<file path="src/rtl/exe_result_buffer.sv">
// Two-entry in-order result buffer between execute and memory stages.
// Optional status register and ARM condition evaluation under STATUS_REG_EN.
module exe_result_buffer #(
    parameter int WORD_LEN = 32
) (
    input  logic                clk,
    input  logic                rst_n,
    input  logic                in_valid,
    output logic                in_ready,
    input  logic [WORD_LEN-1:0] in_res,
    input  logic [3:0]          in_nzcv,
    input  logic                in_s,
    input  logic [3:0]          in_dest,
    input  logic [2:0]          in_ctl,
    input  logic [WORD_LEN-1:0] in_st_val,
    input  logic                flush,
    output logic                out_valid,
    input  logic                out_ready,
    output logic [WORD_LEN-1:0] out_res,
    output logic [3:0]          out_dest,
    output logic [2:0]          out_ctl,
    output logic [WORD_LEN-1:0] out_st_val,
    output logic [3:0]          sr,
    input  logic [3:0]          cond,
    output logic                cond_pass,
    output logic [1:0]          count
);

    typedef enum logic [1:0] {
        EMPTY = 2'd0,
        ONE   = 2'd1,
        FULL  = 2'd2
    } state_t;

    state_t state_q, state_d;
    logic   wr_ptr_q, wr_ptr_d;
    logic   rd_ptr_q, rd_ptr_d;
    logic   push, pop;

    logic [WORD_LEN-1:0] res_q [2];
    logic [3:0]          dest_q [2];
    logic [2:0]          ctl_q [2];
    logic [WORD_LEN-1:0] st_q [2];

    assign in_ready  = (state_q != FULL);
    assign out_valid = (state_q != EMPTY);
    assign count     = state_q;

    assign push = in_valid & in_ready & ~flush;
    assign pop  = out_valid & out_ready & ~flush;

    always_ff @(posedge clk or negedge rst_n) begin
        if (!rst_n) begin
            state_q  <= EMPTY;
            wr_ptr_q <= 1'b0;
            rd_ptr_q <= 1'b0;
        end else begin
            state_q  <= state_d;
            wr_ptr_q <= wr_ptr_d;
            rd_ptr_q <= rd_ptr_d;
        end
    end

    always_comb begin
        state_d  = state_q;
        wr_ptr_d = wr_ptr_q;
        rd_ptr_d = rd_ptr_q;
        if (flush) begin
            state_d  = EMPTY;
            wr_ptr_d = 1'b0;
            rd_ptr_d = 1'b0;
        end else begin
            if (push) wr_ptr_d = ~wr_ptr_q;
            if (pop)  rd_ptr_d = ~rd_ptr_q;
            unique case (state_q)
                EMPTY: if (push) state_d = ONE;
                ONE: begin
                    if (push && !pop)      state_d = FULL;
                    else if (pop && !push) state_d = EMPTY;
                end
                FULL: if (pop) state_d = ONE;
                default: state_d = EMPTY;
            endcase
        end
    end

    // Write slot is never the unread head when FULL, since push needs in_ready.
    always_ff @(posedge clk or negedge rst_n) begin
        if (!rst_n) begin
            for (int i = 0; i < 2; i++) begin
                res_q[i]  <= '0;
                dest_q[i] <= '0;
                ctl_q[i]  <= '0;
                st_q[i]   <= '0;
            end
        end else if (push) begin
            res_q[wr_ptr_q]  <= in_res;
            dest_q[wr_ptr_q] <= in_dest;
            ctl_q[wr_ptr_q]  <= in_ctl;
            st_q[wr_ptr_q]   <= in_st_val;
        end
    end

    assign out_res    = res_q[rd_ptr_q];
    assign out_dest   = dest_q[rd_ptr_q];
    assign out_ctl    = ctl_q[rd_ptr_q];
    assign out_st_val = st_q[rd_ptr_q];

`ifdef STATUS_REG_EN
    logic [3:0] sr_q;
    logic       f_n, f_z, f_c, f_v;

    always_ff @(posedge clk or negedge rst_n) begin
        if (!rst_n)            sr_q <= 4'b0000;
        else if (push && in_s) sr_q <= in_nzcv;
    end

    assign sr = sr_q;
    assign {f_n, f_z, f_c, f_v} = sr_q;

    always_comb begin
        cond_pass = 1'b0;
        unique case (cond)
            4'b0000: cond_pass = f_z;
            4'b0001: cond_pass = !f_z;
            4'b0010: cond_pass = f_c;
            4'b0011: cond_pass = !f_c;
            4'b0100: cond_pass = f_n;
            4'b0101: cond_pass = !f_n;
            4'b0110: cond_pass = f_v;
            4'b0111: cond_pass = !f_v;
            4'b1000: cond_pass = f_c & !f_z;
            4'b1001: cond_pass = !f_c | f_z;
            4'b1010: cond_pass = (f_n == f_v);
            4'b1011: cond_pass = (f_n != f_v);
            4'b1100: cond_pass = !f_z & (f_n == f_v);
            4'b1101: cond_pass = f_z | (f_n != f_v);
            4'b1110: cond_pass = 1'b1;
            default: cond_pass = 1'b0;
        endcase
    end
`else
    logic unused_flag_inputs;
    assign unused_flag_inputs = ^{in_s, in_nzcv, cond};
    assign sr        = 4'b0000;
    assign cond_pass = 1'b1;
`endif

endmodule

</file>
<file path="config.mk">
export PLATFORM = sky130hd
export DESIGN_NAME = exe_result_buffer
export DESIGN_NICKNAME = d
export VERILOG_FILES = /design/src/rtl/exe_result_buffer.sv
export SDC_FILE = /design/constraint.sdc
export NUM_CORES = 1
export LEC_CHECK = 0
export BUFFER_PORTS_ARGS = -buffer_cell sky130_fd_sc_hd__buf_2
export CAP_MARGIN = 20
export CORE_MARGIN = 2
export CORE_UTILIZATION = 40
export CTS_CLUSTER_DIAMETER = 60
export CTS_CLUSTER_SIZE = 10
export DETAILED_ROUTE_END_ITERATION = 6
export PLACE_DENSITY = 0.61
export SYNTH_ARGS = -nofsm -noshare
export SYNTH_HDL_FRONTEND = slang
export SYNTH_SLANG_ARGS = --single-unit
</file>
<file path="constraint.sdc">
create_clock -name clk -period 3.6 [get_ports clk]
set_input_delay 0.18 -clock clk [delete_from_list [all_inputs] [get_ports clk]]
set_output_delay 0.18 -clock clk [all_outputs]
set_load 0.01 [all_outputs]
</file>
After elaboration in Yosys (flattened, before gate mapping)
Index checks and enable logic that the tools add are counted.
{"block": "op_classes", "order_cmp": 3, "reduce_logical": 10, "mux": 32, "bitwise": 9, "eq_ne": 6}
{"cell": "$mux 32", "n": 7}
{"cell": "$bwmux 64", "n": 2}
{"cell": "$demux 32 s1", "n": 1}
{"cell": "$mux 4", "n": 4}
{"cell": "$mux 3", "n": 4}
{"cell": "$mux 2", "n": 5}
{"cell": "$bwmux 8", "n": 1}
{"cell": "$bwmux 6", "n": 1}
{"cell": "$ne 3x3->1 const B", "n": 2}
{"cell": "$pmux 2 s3", "n": 1}
{"cell": "$reduce_bool 2->1", "n": 3}
{"cell": "$and 1x1->1", "n": 4}
{"cell": "$demux 4 s1", "n": 1}
{"cell": "$ge 2x2->1 const B", "n": 2}
{"cell": "$mux 1", "n": 4}
{"cell": "$ne 4x4->1 const B", "n": 1}
{"cell": "$not 1->2", "n": 2}
{"cell": "$demux 3 s1", "n": 1}
{"cell": "$logic_and 1x1->1", "n": 3}
{"cell": "$not 1->1", "n": 3}
{"cell": "$reduce_and 3->1", "n": 1}
{"cell": "$eq 2x1->1 const B", "n": 1}
{"cell": "$eq 2x2->1 const B", "n": 1}
{"cell": "$logic_not 1->1", "n": 2}
{"cell": "other kinds (3)", "n": 3}
{"block": "totals", "out_inout_bits": 80, "in_bits": 85, "ff_bits": 146}

Depth between registers and ports, before layout
Gate-level depths: netlist of the first run.
{"block": "logic_depth", "depth_word": 9, "ltp_mapped": 5, "ltp_nobuf": 4}

Least setup slack after synthesis of the first run
OpenSTA, ideal clock, no wires.
{"block": "synth_path", "kind": "reg-to-reg", "start": "register state_q[1], in the netlist count[1]", "end": "register res_q[33] in the netlist's numbering", "path_slack_ns": 1.839, "period_less_slack_ns": 1.761, "path_buffers": 1, "stages_incl_launch_ff": 5, "required_ns": 3.475, "arrival_ns": 1.636, "path_cell_list": "dfrtp_1 > and2b_1 > nor4_4 > buf_6 > mux2_2"}
{"block": "synth_between", "elab_chain_len": 3}
{"item": "start, declared", "line_no": "35", "source": "state_t state_q, state_d;"}
{"item": "start signal, assigned", "line_no": "58", "source": "state_q <= state_d;"}
{"item": "$ne 2x2->1", "line_no": "45", "source": "assign in_ready = (state_q != FULL);"}
{"item": "$and 1x1->1 (2 in a row)", "line_no": "49", "source": "assign push = in_valid & in_ready & ~flush;"}
{"item": "end signal, assigned by index", "line_no": "97", "source": "res_q[wr_ptr_q] <= in_res;"}
{"item": "end, declared", "line_no": "40", "source": "logic [WORD_LEN-1:0] res_q [2];"}
No other way between the ends.
A chain may end at the register's enable or synchronous reset.

Worst setup path in the final report of the first run
{"block": "layout_path", "start": "register rd_ptr_q", "end": "output out_st_val[23]"}
{"block": "layout_between", "elab_chain_len": 4}
{"item": "start, declared", "line_no": "37", "source": "logic rd_ptr_q, rd_ptr_d;"}
{"item": "start signal, assigned", "line_no": "60", "source": "rd_ptr_q <= rd_ptr_d;"}
{"item": "$not 1->2 (not written as such)", "line_no": "107", "source": "assign out_st_val = st_q[rd_ptr_q];"}
{"item": "$mux 32 (not written as such) (3 in a row)", "line_no": "107"}
{"item": "end, declared", "line_no": "22", "source": "output logic [WORD_LEN-1:0] out_st_val,"}
No other way between the ends. The select of a mux whose other input is x is not followed.

==> results of run 1 <==
-- report_power, final --
part | switching [W] | internal, W
clock network | 0.000657 | 0.00111
registers | 0.000217 | 0.00204
logic | 0.000439 | 0.000698
total | 0.00131 | 0.00385
-- cells in the mapped netlist, types with 2 or more instances --
master / number
mux2_2: 207
dfrtp_1: 146
clkbuf_1: 8
buf_2: 7
buf_6: 7
mux2_1: 6
buf_4: 5
a21oi_1: 2
conb_1: 2
inv_1: 2
o21ai_0: 2
or3_1: 2
-- state kept, by name (all words and copies together) (netlist names) --
name	count
rd_ptr_q	1
count	2
st_q	64
dest_q	8
wr_ptr_q	1
res_q	64
ctl_q	6
-- worst max-delay path by stage --
stage	to	start	depth (start not counted)
2_1_floorplan	res_q[33]	count[1]	4
3_3_place_gp	out_st_val[16]	rd_ptr_q	2
3_5_place_dp	st_q[0]	count[0]	5
4_1_cts	out_st_val[16]	rd_ptr_q	2
5_1_grt	out_res[29]	rd_ptr_q	2
6_report	out_st_val[23]	rd_ptr_q	2
-- layout make-up --
class	count	share of cell area (%)
Sequential cell	146	42.6
Multi-Input combinational cell	235	29.7
Timing Repair Buffer	224	17.6
Clock buffer	19	5.28
Tap cell	216	3.15
Clock inverter	11	1.60
Inverter	2	0.0875
-- metrics by stage --
| stage | total power (W) | setup slack [ps] | hold WS [ps] | instances |
|---|---|---|---|---|
| 3_5_place_dp | 0.00338 | 1660 | 271 | 753 |
| 4_1_cts | 0.00522 | 1250 | 0.444 | 852 |
| 3_3_place_gp | 0.00330 | 1690 | 261 | 753 |
| 5_1_grt | 0.00544 | 1170 | 1.90 | 853 |
| 2_1_floorplan | 0.00296 | 1840 | -116 | 410 |
| 6_report | 0.00516 | 1290 | 18.3 | 853 |
-- worst max-delay path: stages, from the launching register on --
cell and delay [ps]:
dfrtp_4 1110, mux2_2 420, buf_2 140
-- cells by family (layout without fill, tap and decap cells) --
kind of cell / count (synthesis) / count (layout) / share of synthesized area [%]
mux: 214 / 214 / 37.8
flops: 146 / 146 / 57.3
buf+inv: 29 / 256 / 2.96
simple gates: 9 / 9 / 1.18
xor+xnor: 1 / 1 / 0.137
other cells: 2 / 5 / 0.118
compound gates: 6 / 6 / 0.549
-- per-layer routing --
| layer | wire (um) | global-route usage [%] | vias to the layer above |
|---|---|---|---|
| li1 | - | - | 1892 |
| met1 | 5520 | 18.3 | 2072 |
| met2 | 6840 | 28.5 | 94 |
| met3 | 734 | 5.62 | 12 |
| met4 | 170 | 5.88 | 0 |
| met5 | 0 | 0 | - |
==> insert_results.sql, run 1 <==
INSERT INTO impl_metrics (metric_group, metric, value, unit) VALUES
('cts', 'ctsHoldBuffers', '69', ''),
('die', 'die_area', '17000', 'um^2'),
('cts', 'worstSkewPairLatency', '420', 'ps'),
('placed_design', 'port_buffers', '150', ''),
('setup_path', 'critical_path_required', '3420', 'ps'),
('setup_path', 'crit_type', 'reg2out', ''),
('logic_synthesis', 'ys_types', '23', ''),
('routing', 'wl_per_cell', '15.6', 'um'),
('grt', 'initial_antenna_violation_count', '0', ''),
('routing', 'drt_first_pass_iters', '4', ''),
('timing', 'worst-slew-pin-transition', '1050', 'ps'),
('grt', 'via_count_of_the_first_global_routing_pass', '4350', ''),
('outcome', 'outcome', 'complete, no violations', ''),
('layout', 'layout-area-overhead-vs-synth', '34.6', '%'),
('timing', 'grt_setup_unrepaired', 'no', ''),
('cts', 'cts_num_sinks', '146', ''),
('layout', 'final_core_util', '54.6', '%'),
('layout', 'fillCellCount', '1363', ''),
('timing', 'max_freq', '434', 'MHz'),
('grt', 'largest_net_degree_at_the_start_of_global_routing', '83', ''),
('logic_synthesis', 'most_used_dff_post_synth', 'dfrtp_1', ''),
('cts', 'cts_tree', 'yes', ''),
('timing', 'timing.final.crit_share', '64.1', '%'),
('die', 'fp.dieW', '130', 'um'),
('logic_synthesis', 'synth.area.top_cells', 'dfrtp_1 (57%), mux2_2 (37%), buf_6 (1.2%), mux2_1 (1.1%), buf_4 (0.59%)', ''),
('layout', 'final_common_cell', 'mux2_2', ''),
('logic_synthesis', 'synth.yosys.warnings', '0', ''),
('grt', 'track_usage', '16.2', '%'),
('placed_design', 'gp_routability_congestion', '0.676', ''),
('flow_run', 'cap_viol_max_count', '0', ''),
('cts', 'cts.clk_slew.worst_paths', '60', 'ps'),
('setup_path', 'r2r.worst_path.cells', '5', ''),
('routing', 'drt_iter0_drc', '121', ''),
('layout', 'final_design_area_no_fill', '8580', 'um^2'),
('routing', 'vias', '4070', ''),
('logic_synthesis', 'synth.ff_latch_count', '146', ''),
('logic_synthesis', 'synth_area_per_cell', '15.7', 'um^2'),
('setup_path', 'r2r_end', 'ctl_q[1]', ''),
('layout', 'drive_above_1_share', '61.9', '%'),
('cts', 'postCtsSetupBuffers', '0', ''),
('logic_synthesis', 'netlist.top_cell.by_area', 'dfrtp_1', ''),
('min_path', 'worst_hold_startpoint', 'in_st_val[6]', ''),
('logic_synthesis', 'mappedNetlistArea', '6380', 'um^2'),
('die', 'ios', '165', ''),
('grt', 'grt_pass1_wl', '21000', 'um'),
('placed_design', 'post-dp-hpwl', '8010', 'um'),
('setup_path', 'critical_path.endpoint_type', 'output pin', ''),
('logic_synthesis', 'post_synth_edffs', '0', ''),
('layout', 'highest_count_cells_in_the_layout_ignoring_fill_and_taps', 'mux2_2 (207), buf_2 (149), dfrtp_1 (145), dlygate4sd3_1 (70), clkbuf_16 (17)', ''),
('setup_path', 'r2r_start', 'count[0]', ''),
('routing', 'drt_wl_total', '13300', 'um'),
('power', 'power.density', '601', 'nW/um^2'),
('timing', 'max-slew-margin-rel', '30.3', '%'),
('timing', 'drv_slew', '0', ''),
('routing', 'ant_nets', '0', ''),
('logic_synthesis', 'synth_cells', '407', ''),
('layout', 'multi_input_comb_area', '2550', 'um^2'),
('timing', 'setup_violations_final', '0', ''),
('setup_path', 'rrSetupSlack', '1650', 'ps'),
('routing', 'remaining_drc_errors', '0', ''),
('power', 'leakagePower', '3.87', 'nW'),
('die', 'die_h', '130', 'um'),
('power', 'vdd_ir_drop_max', '292', 'uV'),
('timing', 'final.setup.tns', '0', 'ps'),
('cts', 'h_tree_levels', '4', ''),
('setup_path', 'worst_ep_arrival_time', '2130', 'ps'),
('logic_synthesis', 'synth_sequential_area_ratio', '57.3', '%'),
('grt', 'overflow_left_after_global_routing', '0', ''),
('cts', 'root_cell_of_the_clock_tree', 'clkbuf_16', ''),
('min_path', 'worst_hold_path.endpoint', 'st_q[38]', ''),
('timing', 'report.final.hold_viol_count', '0', '');
No activity file was read; power rests on OpenSTA's default activity.
==> run 2, diff against run 1 <==
Clock period 3.6 ns to 2.15 ns, I/O delays scaled along.
==> run 2 against run 1 <==
  * Global-route usage is 0.15 points higher
  * Setup slack got worse by 1100 ps
  * Sequential share of layout area fell by 0.88 points
  * Final cell count is 1.3% higher
==> insert_results.sql, run 2 (synthesis gave the netlist of run 1 again) <==
INSERT INTO impl_metrics (metric_group, metric, value, unit) VALUES
('timing', 'drv_slew', '0', ''),
('die', 'rows', '46', ''),
('grt', 'track_usage', '16.4', '%'),
('routing', 'drt_wl_total', '13100', 'um'),
('grt', 'via_count_of_the_first_global_routing_pass', '4412', ''),
('cts', 'worstSkewPairLatency', '410', 'ps'),
('setup_path', 'critical_path_required', '2040', 'ps'),
('flow_run', 'cap_viol_max_count', '0', ''),
('placed_design', 'post-dp-hpwl', '8430', 'um'),
('layout', 'final_core_util', '55.8', '%'),
('timing', 'max-slew-margin-rel', '63.3', '%'),
('setup_path', 'startpoint_of_the_worst_setup_timing_path', 'rd_ptr_q', ''),
('layout', 'highest_count_cells_in_the_layout_ignoring_fill_and_taps', 'mux2_2 (207), buf_2 (149), dfrtp_1 (145), dlygate4sd3_1 (75), clkbuf_16 (17)', ''),
('routing', 'ant_nets', '0', ''),
('setup_path', 'critical_path.endpoint_type', 'output pin', ''),
('routing', 'drt_first_pass_iters', '6', ''),
('die', 'core_area', '15700', 'um^2'),
('timing', 'worst-slew-pin-transition', '550', 'ps'),
('cts', 'cts-root-to-sink-buffers', '2', ''),
('routing', 'wl_per_cell', '15.2', 'um'),
('setup_path', 'cp-start-kind', 'flip-flop', ''),
('grt', 'overflow_left_after_global_routing', '0', ''),
('power', 'leakagePower', '3.96', 'nW'),
('cts', 'h_tree_levels', '4', ''),
('timing', 'setup_violations_final', '0', ''),
('layout', 'antenna_cells', '0', ''),
('layout', 'drive_above_1_share', '61.7', '%'),
('routing', 'drt_iter0_drc', '98', ''),
('cts', 'root_cell_of_the_clock_tree', 'clkbuf_16', ''),
('timing', 'report.final.hold_viol_count', '0', ''),
('timing', 'timing.final.crit_period', '1910', 'ps'),
('min_path', 'worst_hold_startpoint', 'in_valid', ''),
('setup_path', 'r2r_start', 'count[0]', ''),
('grt', 'grt_pass1_wl', '21300', 'um'),
('timing', 'timing.final.crit_share', '88.9', '%'),
('die', 'die_area', '17000', 'um^2'),
('die', 'ios', '165', ''),
('grt', 'initial_antenna_violation_count', '0', ''),
('routing', 'vias', '4070', ''),
('die', 'fp.dieW', '130', 'um'),
('routing', 'remaining_drc_errors', '0', ''),
('timing', 'grt_setup_unrepaired', 'no', ''),
('layout', 'fillCellCount', '1323', ''),
('routing', 'viasPerCell', '4.71', ''),
('timing', 'max_freq', '523', 'MHz'),
('cts', 'cts_tree', 'yes', ''),
('cts', 'cts_num_sinks', '146', ''),
('placed_design', 'port_buffers', '150', ''),
('timing', 'fin_skew', '6.65', 'ps'),
('power', 'power.density', '1010', 'nW/um^2'),
('outcome', 'outcome', 'complete, no violations', ''),
('grt', 'largest_net_degree_at_the_start_of_global_routing', '59', ''),
('timing', 'final.setup.tns', '0', 'ps'),
('layout', 'final_common_cell', 'mux2_2', ''),
('setup_path', 'crit_type', 'reg2out', ''),
('cts', 'post_cts.resized_instances', '0', ''),
('setup_path', 'timing.critical_path.fanout_max', '33', ''),
('layout', 'nNetsFinal', '721', ''),
('setup_path', 'worst_ep_arrival_time', '1800', 'ps'),
('cts', 'numCtsBuffers', '17', ''),
('die', 'start_util', '40.6', '%'),
('cts', 'cts.clk_slew.worst_paths', '60', 'ps'),
('die', 'die_h', '130', 'um'),
('power', 'vdd_ir_drop_max', '487', 'uV'),
('placed_design', 'gp_routability_congestion', '0.678', ''),
('layout', 'layout-area-overhead-vs-synth', '37.4', '%'),
('min_path', 'hold_path_class', 'in2reg', ''),
('layout', 'biggestRegsByFlops', 'res_q x64, st_q x64, dest_q x8', '');
==> run 2: stage by stage <==
stage / setup slack (ps) / hold slack [ps] / std cells / instance area, um^2 / total power, W
after global routing: 157 / 99.4 / 864 / 8760 / 0.00936
after global placement: 321 / 106 / 758 / 7370 / 0.00555
after floorplan: 389 / -188 / 410 / 6390 / 0.00496
after CTS: 190 / 48.7 / 864 / 8760 / 0.00900
after detailed placement: 256 / 118 / 758 / 7370 / 0.00567
final: 238 / 74.6 / 864 / 8760 / 0.00887
==> run 2: layout make-up <==
| type | count | area, um^2 | share of cell area, % |
|---|---|---|---|
| Tap cell | 216 | 270 | 3.08 |
| Clock buffer | 22 | 494 | 5.64 |
| Multi-Input combinational cell | 235 | 2550 | 29.1 |
| Inverter | 2 | 7.51 | 0.0857 |
| Clock inverter | 9 | 151 | 1.73 |
| Sequential cell | 146 | 3660 | 41.7 |
| Timing Repair Buffer | 234 | 1640 | 18.7 |
==> run 2: power breakdown <==
| part | switching, W | leakage, nW | internal, W |
|---|---|---|---|
| Sequential | 0.000304 | 1.74 | 0.00341 |
| Combinational | 0.000791 | 1.90 | 0.00119 |
| Clock | 0.00108 | 0.318 | 0.00209 |
==> run 2: timing repair <==
item                       4_1_cts  5_1_grt
setup endpoints to repair        0        0
hold buffers                    75        0
hold endpoints to repair       201        0
buffers inserted                 0        0
==> run 2: final timing paths <==
check | slack, ps | cells past startpoint | endpoint
worst max-delay path | 240 | 3 | out_res[18]
worst min register to register | 480 | 1 | res_q[42]
max in group asynchronous | 1200 | 3 | st_q[34]
worst min-delay path | 70 | 3 | count[0]
min in group asynchronous | 240 | 2 | st_q[57]
worst max register to register | 260 | 5 | st_q[9]
==> run 2: routing by layer <==
| metal | vias up | GRT usage, % | wire [um] |
|---|---|---|---|
| met4 | 0 | 6.64 | 155 |
| met2 | 90 | 28.7 | 6900 |
| met1 | 2061 | 18.8 | 5450 |
| met5 | - | 0 | 0 |
| li1 | 1906 | - | - |
| met3 | 13 | 4.72 | 612 |
==> run 2: worst max-delay path, stage by stage, from the launching register on <==
cell	delay (ps)
dfrtp_4	420
buf_4	420
mux2_2	400
buf_2	150
